[src/rtl/fano_sim_pkg.sv]
// Shared definitions for the Fano decoder simulation environment:
// default field widths, sweep-sequencer state codes and a saturating subtract.
package fano_sim_pkg;

    localparam int W_RATE_DEF = 12;
    localparam int W_CNT_DEF  = 16;
    localparam int W_STEP_DEF = 8;

    localparam logic [2:0] ST_IDLE   = 3'd0;
    localparam logic [2:0] ST_ARM    = 3'd1;
    localparam logic [2:0] ST_RUN    = 3'd2;
    localparam logic [2:0] ST_DRAIN  = 3'd3;
    localparam logic [2:0] ST_REPORT = 3'd4;
    localparam logic [2:0] ST_NEXT   = 3'd5;
    localparam logic [2:0] ST_FIN    = 3'd6;

    // Borrow out of the extra top bit means b > a; clamp to the floor instead of wrapping.
    function automatic logic [31:0] sat_sub(input logic [31:0] a,
                                            input logic [31:0] b,
                                            input logic [31:0] floor_val);
        logic [32:0] diff;
        diff = {1'b0, a} - {1'b0, b};
        if (diff[32] || (diff[31:0] < floor_val))
            sat_sub = floor_val;
        else
            sat_sub = diff[31:0];
    endfunction

endpackage

[src/rtl/err_sweep_ctrl_sat_acc.sv]
// Saturating accumulator: synchronous clear, conditional add, sticks at all-ones.
module sat_acc #(
    parameter int W = 16
) (
    input  logic         clk,
    input  logic         reset_n,
    input  logic         clr,
    input  logic         en,
    input  logic [W-1:0] add,
    output logic [W-1:0] q
);

    logic [W-1:0] acc_q;
    logic [W-1:0] acc_d;
    logic [W:0]   sum;

    always_comb begin
        sum   = {1'b0, acc_q} + {1'b0, add};
        acc_d = acc_q;
        if (clr)
            acc_d = '0;
        else if (en)
            acc_d = sum[W] ? '1 : sum[W-1:0];
    end

    always_ff @(posedge clk) begin
        if (!reset_n)
            acc_q <= '0;
        else
            acc_q <= acc_d;
    end

    assign q = acc_q;

endmodule

[src/rtl/err_sweep_ctrl.sv]
// Bit-error-rate sweep sequencer: programs the error injector per step, gates the
// word source, counts decoder words/bit errors and walks the error period down.
module err_sweep_ctrl
    import fano_sim_pkg::*;
#(
    parameter int W_RATE        = W_RATE_DEF,
    parameter int W_CNT         = W_CNT_DEF,
    parameter int W_STEP        = W_STEP_DEF,
    parameter int ARM_CYCLES    = 2,
    parameter int DRAIN_TIMEOUT = 1024,
    parameter int MIN_RATE      = 1
) (
    input  logic              clk,
    input  logic              reset_n,
    input  logic              i_start,
    input  logic              i_abort,
    input  logic [W_STEP-1:0] i_num_steps,
    input  logic [W_CNT-1:0]  i_words_per_step,
    input  logic [W_RATE-1:0] i_first_err,
    input  logic [W_RATE-1:0] i_rate_init,
    input  logic [W_RATE-1:0] i_rate_dec,
    input  logic              i_src_vld,
    input  logic              i_dec_vld,
    input  logic [W_CNT-1:0]  i_dec_err,
    output logic [W_RATE-1:0] o_first_err,
    output logic [W_RATE-1:0] o_err_rate,
    output logic              o_inj_reset_n,
    output logic              o_src_en,
    output logic              o_busy,
    output logic              o_step_vld,
    output logic [W_STEP-1:0] o_step_idx,
    output logic [W_RATE-1:0] o_step_rate,
    output logic [W_CNT-1:0]  o_step_errs,
    output logic [W_CNT-1:0]  o_step_words,
    output logic              o_step_timeout,
    output logic              o_done
);

    localparam int AW = $clog2(ARM_CYCLES + 1);
    localparam int TW = $clog2(DRAIN_TIMEOUT + 1);
    localparam logic [W_CNT:0] ONE_EXT = 1;

    logic [2:0]        state_q, state_d;
    logic [W_STEP-1:0] num_steps_q, num_steps_d;
    logic [W_STEP-1:0] step_idx_q, step_idx_d;
    logic [W_CNT-1:0]  words_q, words_d;
    logic [W_RATE-1:0] rate_dec_q, rate_dec_d;
    logic [W_RATE-1:0] first_err_q, first_err_d;
    logic [W_RATE-1:0] err_rate_q, err_rate_d;
    logic [AW-1:0]     arm_cnt_q, arm_cnt_d;
    logic [TW-1:0]     timer_q, timer_d;
    logic              timeout_q, timeout_d;
    logic [W_STEP-1:0] res_idx_q, res_idx_d;
    logic [W_RATE-1:0] res_rate_q, res_rate_d;
    logic [W_CNT-1:0]  res_errs_q, res_errs_d;
    logic [W_CNT-1:0]  res_words_q, res_words_d;
    logic              res_timeout_q, res_timeout_d;
    logic              step_vld_q, step_vld_d;
    logic              done_q, done_d;

    logic              cnt_clr;
    logic              src_inc;
    logic              dec_inc;
    logic              src_last;
    logic [W_CNT-1:0]  src_cnt;
    logic [W_CNT-1:0]  dec_cnt;
    logic [W_CNT-1:0]  err_acc;

    sat_acc #(.W(W_CNT)) u_src_cnt (
        .clk     (clk),
        .reset_n (reset_n),
        .clr     (cnt_clr),
        .en      (src_inc),
        .add     (W_CNT'(1)),
        .q       (src_cnt)
    );

    sat_acc #(.W(W_CNT)) u_dec_cnt (
        .clk     (clk),
        .reset_n (reset_n),
        .clr     (cnt_clr),
        .en      (dec_inc),
        .add     (W_CNT'(1)),
        .q       (dec_cnt)
    );

    sat_acc #(.W(W_CNT)) u_err_acc (
        .clk     (clk),
        .reset_n (reset_n),
        .clr     (cnt_clr),
        .en      (dec_inc),
        .add     (i_dec_err),
        .q       (err_acc)
    );

    always_comb begin
        state_d       = state_q;
        num_steps_d   = num_steps_q;
        step_idx_d    = step_idx_q;
        words_d       = words_q;
        rate_dec_d    = rate_dec_q;
        first_err_d   = first_err_q;
        err_rate_d    = err_rate_q;
        arm_cnt_d     = arm_cnt_q;
        timer_d       = timer_q;
        timeout_d     = timeout_q;
        res_idx_d     = res_idx_q;
        res_rate_d    = res_rate_q;
        res_errs_d    = res_errs_q;
        res_words_d   = res_words_q;
        res_timeout_d = res_timeout_q;
        step_vld_d    = 1'b0;
        done_d        = 1'b0;

        cnt_clr  = (state_q == ST_ARM);
        src_inc  = (state_q == ST_RUN) && i_src_vld;
        dec_inc  = ((state_q == ST_RUN) || (state_q == ST_DRAIN)) && i_dec_vld;
        src_last = src_inc && (({1'b0, src_cnt} + ONE_EXT) >= {1'b0, words_q});

        // Abort leaves every result and injector register untouched; only the FSM returns home.
        if (i_abort) begin
            state_d = ST_IDLE;
        end else begin
            case (state_q)
                ST_IDLE: begin
                    if (i_start) begin
                        num_steps_d = i_num_steps;
                        words_d     = (i_words_per_step == '0) ? W_CNT'(1) : i_words_per_step;
                        rate_dec_d  = i_rate_dec;
                        step_idx_d  = '0;
                        if (i_num_steps == '0) begin
                            state_d = ST_FIN;
                        end else begin
                            state_d     = ST_ARM;
                            arm_cnt_d   = '0;
                            first_err_d = i_first_err;
                            err_rate_d  = i_rate_init;
                        end
                    end
                end
                ST_ARM: begin
                    if (arm_cnt_q == AW'(ARM_CYCLES - 1))
                        state_d = ST_RUN;
                    else
                        arm_cnt_d = arm_cnt_q + AW'(1);
                end
                ST_RUN: begin
                    if (src_last) begin
                        state_d = ST_DRAIN;
                        timer_d = '0;
                    end
                end
                ST_DRAIN: begin
                    if (dec_cnt == words_q) begin
                        state_d   = ST_REPORT;
                        timeout_d = 1'b0;
                    end else if (timer_q == TW'(DRAIN_TIMEOUT - 1)) begin
                        state_d   = ST_REPORT;
                        timeout_d = 1'b1;
                    end else begin
                        timer_d = timer_q + TW'(1);
                    end
                end
                ST_REPORT: begin
                    res_idx_d     = step_idx_q;
                    res_rate_d    = err_rate_q;
                    res_errs_d    = err_acc;
                    res_words_d   = dec_cnt;
                    res_timeout_d = timeout_q;
                    step_vld_d    = 1'b1;
                    state_d       = ST_NEXT;
                end
                ST_NEXT: begin
                    if (({1'b0, step_idx_q} + 1'b1) == {1'b0, num_steps_q}) begin
                        state_d = ST_FIN;
                    end else begin
                        step_idx_d = step_idx_q + W_STEP'(1);
                        err_rate_d = W_RATE'(sat_sub(32'(err_rate_q), 32'(rate_dec_q), 32'(MIN_RATE)));
                        arm_cnt_d  = '0;
                        state_d    = ST_ARM;
                    end
                end
                ST_FIN: begin
                    done_d  = 1'b1;
                    state_d = ST_IDLE;
                end
                default: state_d = ST_IDLE;
            endcase
        end
    end

    always_ff @(posedge clk) begin
        if (!reset_n) begin
            state_q       <= ST_IDLE;
            num_steps_q   <= '0;
            step_idx_q    <= '0;
            words_q       <= '0;
            rate_dec_q    <= '0;
            first_err_q   <= '0;
            err_rate_q    <= '0;
            arm_cnt_q     <= '0;
            timer_q       <= '0;
            timeout_q     <= 1'b0;
            res_idx_q     <= '0;
            res_rate_q    <= '0;
            res_errs_q    <= '0;
            res_words_q   <= '0;
            res_timeout_q <= 1'b0;
            step_vld_q    <= 1'b0;
            done_q        <= 1'b0;
        end else begin
            state_q       <= state_d;
            num_steps_q   <= num_steps_d;
            step_idx_q    <= step_idx_d;
            words_q       <= words_d;
            rate_dec_q    <= rate_dec_d;
            first_err_q   <= first_err_d;
            err_rate_q    <= err_rate_d;
            arm_cnt_q     <= arm_cnt_d;
            timer_q       <= timer_d;
            timeout_q     <= timeout_d;
            res_idx_q     <= res_idx_d;
            res_rate_q    <= res_rate_d;
            res_errs_q    <= res_errs_d;
            res_words_q   <= res_words_d;
            res_timeout_q <= res_timeout_d;
            step_vld_q    <= step_vld_d;
            done_q        <= done_d;
        end
    end

    // Injector runs only while a step is live; it is held in reset in IDLE, ARM and FIN.
    assign o_inj_reset_n  = (state_q == ST_RUN) || (state_q == ST_DRAIN) ||
                            (state_q == ST_REPORT) || (state_q == ST_NEXT);
    assign o_src_en       = (state_q == ST_RUN);
    assign o_busy         = (state_q != ST_IDLE);
    assign o_first_err    = first_err_q;
    assign o_err_rate     = err_rate_q;
    assign o_step_vld     = step_vld_q;
    assign o_step_idx     = res_idx_q;
    assign o_step_rate    = res_rate_q;
    assign o_step_errs    = res_errs_q;
    assign o_step_words   = res_words_q;
    assign o_step_timeout = res_timeout_q;
    assign o_done         = done_q;

endmodule

[config.mk]
export PLATFORM = sky130hd
export DESIGN_NAME = err_sweep_ctrl
export DESIGN_NICKNAME = d
export VERILOG_FILES = /design/src/rtl/fano_sim_pkg.sv /design/src/rtl/err_sweep_ctrl_sat_acc.sv /design/src/rtl/err_sweep_ctrl.sv
export SDC_FILE = /design/constraint.sdc
export NUM_CORES = 1
export LEC_CHECK = 0
export CORE_MARGIN = 2
export CORE_UTILIZATION = 54
export DETAILED_ROUTE_END_ITERATION = 10
export PLACE_DENSITY = 0.81
export SLEW_MARGIN = 20
export SYNTH_ARGS = -nofsm -noshare
export SYNTH_HDL_FRONTEND = slang
export SYNTH_SLANG_ARGS = --single-unit
[constraint.sdc]
create_clock -name clk -period 3.63 [get_ports clk]
set_input_delay 0.726 -clock clk [delete_from_list [all_inputs] [get_ports clk]]
set_output_delay 0.726 -clock clk [all_outputs]
set_load 0.1 [all_outputs]
==> results.sh, run 1 <==
export IMPL_outcome="finished clean"
export IMPL_netlist_area_um2=9637
export IMPL_clk_latency_ns=0.44
export IMPL_gp_congestion=0.8998
export IMPL_num_rows=48
export IMPL_drive_gt1_share_pct=7.493
export IMPL_coreArea_um2=17360
export IMPL_setup_slack_ns=0.2238
export IMPL_finalHoldViolCount=0
export IMPL_relSlewSlack_pct=27.55
export IMPL_grt_max_degree=83
export IMPL_synth_area_leader_cell="dfxtp_1"
export IMPL_synthSimpleGateAreaFrac_pct=20.16
export IMPL_p_per_area_nw_per_um2=398.1
export IMPL_numPortBuffers=163
export IMPL_vias_per_cell=5.765
export IMPL_ys_warn_count=0
export IMPL_worstMarginPinSlew_ns=1.083
export IMPL_swShare_pct=28.16
export IMPL_antennaDiodeCount=0
export IMPL_areaGrowthSynthToFinish_pct=25.84
export IMPL_cpMostUsedCell="and3_1"
export IMPL_synth_compound_area_share_pct=20.63
export IMPL_synth_flop_cell="dfxtp_1"
export IMPL_holdBufCountCts=0
export IMPL_synth_fa_ha_area_share_pct=6.777
export IMPL_die_w_um=137.6
export IMPL_fmax_ghz=0.2936
export IMPL_dieArea_um2=18930
export IMPL_async_flop_share_pct=0
export IMPL_fin_nets=1468
export IMPL_place_ws_ns=0.06011
export IMPL_critPathMaxFanout=5
export IMPL_p_leak_nw=4.419
export IMPL_setup_violations=0
export IMPL_post_route_util_pct=69.87
export IMPL_drcViolationCount=0
export IMPL_netlist_instances=1193
export IMPL_fill_cells=1387
export IMPL_routed_wl_um=24960
export IMPL_drtIter0Drc=721
export IMPL_cap_violations=0
export IMPL_min_period_ns=3.406
export IMPL_worst_setup_path_type="reg -> reg"
export IMPL_clk_path_buf_depth=2
export IMPL_finalPower_w=0.004827
export IMPL_critical_path_max_stage_delay_ns=0.51
export IMPL_drv_slew=0
export IMPL_pwr_share_seq_pct=44.8
export IMPL_arrival_ns=3.78
export IMPL_p_int_w=0.003468
export IMPL_synthDistinctLibCells=72
export IMPL_first_pass_iters=5
export IMPL_synth_edf_count=0
export IMPL_synthesis_nets=1326
export IMPL_ant_nets=0
export IMPL_cts_tree="yes"
export IMPL_power_switching_w=0.001359
export IMPL_peakVddDrop_mv=0.3135
export IMPL_whs_ns=0.4331
export IMPL_synth_area_leaders="dfxtp_1, nand2_1, a21oi_1, ha_1, xnor2_1"
export IMPL_cts_root_buf="clkbuf_16"
export IMPL_synth_top_cell_area_share_pct=39.05
export IMPL_required_ns=4.00
export IMPL_fin_crit_sh_pct=93.83
export IMPL_synth_avg_cell_area_um2=8.078
export IMPL_slowest_stage="or4_1"
export IMPL_critical_path_endpoint_type="flip-flop"
export IMPL_grt_pass1_wl_um=40400
export IMPL_path_clk_slew_ns=0.07
export IMPL_fin_tns_setup_ns=0
export IMPL_globalRouteTotalUtil_pct=26.73
export IMPL_power_frac_comb_pct=16.8
export IMPL_synthMuxAreaShare_pct=2.012
export IMPL_synth_seq_area_share_pct=39.05
export IMPL_synth_top_family_by_area="compound AO/OA/AOI/OAI gates"
export IMPL_ys_ff_latch=188
export IMPL_power_frac_clock_pct=38.4
export IMPL_start_util_pct=55.52
export IMPL_die_h_um=137.6
export IMPL_routedWlPerCell_um=15.87
export IMPL_htreeDepth=4
export IMPL_hp_class="reg -> reg"
export IMPL_grt_setup_unrepaired="false"
export IMPL_via_count=9069
export IMPL_hpwl_um=17960
export IMPL_grt_antenna_before_repair=0
export IMPL_crit_path_start_kind="flip-flop"
export IMPL_crit_chain="and3_1 -> and3_1 -> and2_4 -> nand4_1 -> xnor2_1 -> ha_1 -> nand3_1 -> nor4_4 -> o31ai_1 -> a21boi_1 -> o21ai_1 -> and2_1 -> or4_1 -> a21oi_1"
export IMPL_boundaryPins=164
export IMPL_grt_ovfl_total=0
export IMPL_clkSinkCount=188
export IMPL_synthXorXnorAreaFrac_pct=6.816
export IMPL_cts_buffers=17
export IMPL_skew_ns=0.01189
export IMPL_grt_pass1_vias=8393
## cells in the final DEF (no fill, tap or decap), types with 17 or more instances in the layout
| cell type | netlist | final |
|---|---|---|
| xnor2_1 | 48 | 48 |
| dfxtp_1 | 188 | 186 |
| xor2_1 | 27 | 27 |
| o21ai_1 | 18 | 18 |
| buf_4 | 2 | 27 |
| clkdlybuf4s50_1 | 0 | 159 |
| nor2_1 | 83 | 81 |
| clkbuf_16 | 0 | 17 |
| o21ai_0 | 32 | 32 |
| nand2_1 | 219 | 219 |
| a21oi_1 | 162 | 162 |
| inv_1 | 45 | 44 |
| nand3_1 | 26 | 26 |
| ha_1 | 49 | 48 |
| nor3_1 | 20 | 20 |
## stage by stage
| stage | std cells | instance area, µm² |
|---|---|---|
| 5_1_grt | 1573 | 12130 |
| 4_1_cts | 1572 | 12070 |
| 6_report | 1573 | 12130 |
| 2_1_floorplan | 1193 | 9637 |
| 3_5_place_dp | 1540 | 11490 |
| 3_3_place_gp | 1540 | 11490 |
## per-layer routing
layer  GRT usage, %  vias to the layer above  routed length, µm
met5              0                        -                  0
met4          9.393                        0                577
met3          5.261                       41               1525
met2          43.70                      316              11830
met1          35.23                     4230              11030
li1               -                     4482                  -
## synthesized netlist by cell type (all sizes together) (7+ instances only)
cell type	number
nor2	84
xnor2	48
nor3	22
mux2i	17
nand4	17
a21o	7
a211oi	16
or3	7
a31oi	11
and3	12
clkbuf	54
a21oi	162
inv	46
o22ai	7
nand3	28
o221a	15
o21ai	50
nand2b	7
buf	11
ha	49
nor4	8
nand2	219
o21a	8
xor2	27
dfxtp	188
## layout make-up
| cell class | instances | area [µm²] | share of cell area (%) |
|---|---|---|---|
| clock buffers | 19 | 442.9 | 3.653 |
| clock inverters | 13 | 141.4 | 1.166 |
| inverters | 46 | 173.9 | 1.434 |
| multi-input cells | 894 | 5487 | 45.24 |
| flip-flops and latches | 188 | 3766 | 31.06 |
| well taps | 225 | 281.5 | 2.322 |
| repair buffers | 188 | 1834 | 15.13 |
## cell families (layout without fill, tap and decap cells)
group                    after synthesis  in the layout
AO/OA/AOI/OAI                        321            321
XOR/XNOR                              75             75
adder cells (fa/ha/maj)               51             51
buffers and inverters                111            266
flip-flops                           188            188
multiplexers                          18             18
AND/OR/NAND/NOR                      429            429
## power by group through the flow
stage	Combinational (W)	Clock (W)	Sequential, W
floorplan	0.000438	0	0.00231
global placement	0.000781	0	0.00221
detailed placement	0.000792	0	0.00221
CTS	0.000799	0.00188	0.00216
global route	0.000880	0.00196	0.00217
finish	0.000810	0.00185	0.00216
## sequential cells by signal, indices dropped and copies added (netlist names), 11 cells and up
register,cells
o_step_rate,12
o_step_words,16
u_src_cnt.q,16
rate_dec_q,12
words_q,16
o_err_rate,12
o_first_err,12
timer_q,11
u_dec_cnt.q,16
u_err_acc.q,16
o_step_errs,16
## path summary, 6_finish.rpt
kind	start	endpoint	slack, ns	depth (start not counted)
hold reg to reg	timer_q[10]	timer_q[10]	0.43	2
hold / removal	timer_q[10]	timer_q[10]	0.43	2
setup / recovery	u_src_cnt.q[2]	timer_q[6]	0.22	14
setup reg to reg	u_src_cnt.q[2]	timer_q[6]	0.22	14
## repair_timing
action	4_1_cts	5_1_grt
setup buffers	0	1
resized for setup	0	12
endpoints found under the setup margin	0	10
endpoints found under the hold margin	0	0
## worst max-delay path: cells and delay by family (launching register included)
| family | cells | cell delay [ns] |
|---|---|---|
| simple gates | 8 | 1.88 |
| compound gates | 4 | 0.63 |
| fa+ha+maj | 1 | 0.29 |
| xor+xnor | 1 | 0.17 |
| flops | 1 | 0.37 |
Note: power is estimated with default switching activity, not from simulation.
==> run 2: changes to the inputs <==
CELL_PAD_IN_SITES_DETAIL_PLACEMENT = 1   (was unset)
CELL_PAD_IN_SITES_GLOBAL_PLACEMENT = 2   (was unset)
CORE_UTILIZATION = 31   (was 54)
PLACE_DENSITY = unset   (was 0.81)
PLACE_DENSITY_LB_ADDON = 0.1   (was unset)
==> results.sh, run 2 (synthesis gave the netlist of run 1 again) <==
export IMPL_fin_nets=1484
export IMPL_final_common_cell="nand2_1"
export IMPL_power_frac_comb_pct=17.2
export IMPL_p_per_area_nw_per_um2=394.8
export IMPL_swShare_pct=30.50
export IMPL_finalHoldViolCount=0
export IMPL_drive_gt1_share_pct=8.578
export IMPL_grt_use_met2_pct=30.44
export IMPL_relSlewSlack_pct=30.60
export IMPL_holdPathEnd="timer_q[10]"
export IMPL_hold_path_cell_count=2
export IMPL_cts_buffers=17
export IMPL_grt_antenna_before_repair=1
export IMPL_boundaryPins=164
export IMPL_hpwl_um=22080
export IMPL_r2r_end="timer_q[7]"
export IMPL_cts_tree="yes"
export IMPL_skew_ns=0.01288
export IMPL_areaGrowthSynthToFinish_pct=29.19
export IMPL_critical_path_endpoint_type="flip-flop"
export IMPL_outcome="finished clean"
export IMPL_setup_violations=0
export IMPL_gp_congestion=0.7924
export IMPL_grt_most_used_layer="met2"
export IMPL_coreArea_um2=30590
export IMPL_worstRegToRegCells=17
export IMPL_via_count=8967
export IMPL_start_util_pct=31.50
export IMPL_holdBufCountCts=0
export IMPL_grt_met3_usage_pct=3.577
export IMPL_grt_pass1_vias=9251
export IMPL_grt_ovfl_total=0
export IMPL_p_int_w=0.003416
export IMPL_clk_latency_ns=0.45
export IMPL_fin_tns_setup_ns=0
export IMPL_mostFrequentLayoutCells="nand2_1, dfxtp_1, a21oi_1"
export IMPL_worstMarginPinSlew_ns=1.038
export IMPL_routed_wl_um=30490
export IMPL_worst_setup_path_type="reg -> reg"
export IMPL_hp_class="reg -> reg"
export IMPL_cap_violations=0
export IMPL_drcViolationCount=0
export IMPL_clk_path_buf_depth=2
export IMPL_first_pass_iters=4
export IMPL_antennaDiodeCount=0
export IMPL_min_from="timer_q[10]"
export IMPL_peakVddDrop_mv=0.3124
export IMPL_path_clk_slew_ns=0.08
export IMPL_required_ns=3.93
export IMPL_grt_max_degree=44
export IMPL_num_rows=64
export IMPL_globalRouteTotalUtil_pct=18.64
export IMPL_die_h_um=180.3
export IMPL_ant_nets=0
export IMPL_dieArea_um2=32510
export IMPL_fmax_ghz=0.2929
export IMPL_crit_path_start_kind="flip-flop"
export IMPL_drtIter0Drc=363
export IMPL_die_w_um=180.3
export IMPL_r2r_slack_ns=0.22
export IMPL_arrival_ns=3.72
export IMPL_r2r_start="u_src_cnt.q[0]"
export IMPL_whs_ns=0.4403
export IMPL_vias_per_cell=5.095
export IMPL_routedWlPerCell_um=17.32
export IMPL_critPathMaxFanout=10
export IMPL_numPortBuffers=163
export IMPL_fin_crit_sh_pct=94.06
export IMPL_power_frac_clock_pct=38.9
export IMPL_clkSinkCount=188
export IMPL_min_period_ns=3.414
export IMPL_p_leak_nw=4.504
export IMPL_htreeDepth=4
export IMPL_drv_slew=0
export IMPL_use_met1_pct=25.50
export IMPL_power_switching_w=0.001499
export IMPL_pwr_share_seq_pct=43.9
export IMPL_grt_pass1_wl_um=49440
export IMPL_cts_root_buf="clkbuf_16"
## run 2: repair_timing
action	4_1_cts	5_1_grt
pin swaps	0	1
setup endpoints to repair	9	9
setup buffers	0	1
gates resized for setup	1	7
## run 2: how the worst max path moves through the flow
stage	depth (start not counted)	to	slack, ns	startpoint
after floorplan	6	timer_q[0]	0.31	state_q[1]
after global placement	15	timer_q[0]	0.007	u_src_cnt.q[0]
after detailed placement	15	timer_q[7]	-0.006	u_src_cnt.q[0]
after CTS	17	timer_q[8]	0.12	u_src_cnt.q[0]
after global routing	17	timer_q[7]	-0.05	u_src_cnt.q[1]
final	17	timer_q[7]	0.22	u_src_cnt.q[0]
## run 2: cell type report
cell class | count | area [µm²]
inverter | 46 | 175.2
clock inverter | 14 | 151.4
fill | 3636 | 18140
tap | 396 | 495.5
sequential | 188 | 3765
timing repair buffer | 204 | 1943
multi-input combinational | 894 | 5490
clock buffer | 18 | 429.2
## run 2: stage by stage
| step | std cells | power (W) | instance area, µm² | utilization, % | worst slack, ns |
|---|---|---|---|---|---|
| floorplan | 1193 | 0.002749 | 9637 | - | 0.3136 |
| global placement | 1727 | 0.003041 | 11820 | 38.65 | 0.007242 |
| detailed placement | 1727 | 0.003047 | 11820 | 38.65 | -0.006261 |
| CTS | 1759 | 0.004983 | 12410 | 40.56 | 0.1237 |
| global route | 1760 | 0.005151 | 12450 | 40.70 | -0.04541 |
| finish | 1760 | 0.004915 | 12450 | 40.70 | 0.2158 |
## run 2: critical path, cell delays in order (launching register included)
cell and delay [ns]:
dfxtp_2 0.35, ha_1 0.16, and3_2 0.23, nand3_2 0.13, nor2_1 0.16, xor2_1 0.27, ha_1 0.31, buf_4 0.14
a21oi_1 0.13, o21ai_0 0.10, a221oi_1 0.28, a21boi_1 0.14, buf_4 0.15, o21ai_1 0.19, buf_6 0.19, a211oi_1 0.11
xnor2_1 0.19, nor2_1 0.05
## run 2: layer usage
layer | vias up | wire length [µm] | part of all wire, %
met2 | 150 | 13970 | 46
met1 | 4296 | 15010 | 49
met5 | - | 0 | 0
li1 | 4508 | - | -
met3 | 13 | 1260 | 4.1
met4 | 0 | 250 | 0.82
## run 2: power by group through the flow
stage / clock network, W / logic (W) / registers (W)
after detailed placement: 0 / 0.000839 / 0.00221
after floorplan: 0 / 0.000438 / 0.00231
after global placement: 0 / 0.000834 / 0.00221
after global routing: 0.00206 / 0.000924 / 0.00217
after CTS: 0.00198 / 0.000845 / 0.00216
final: 0.00191 / 0.000847 / 0.00216
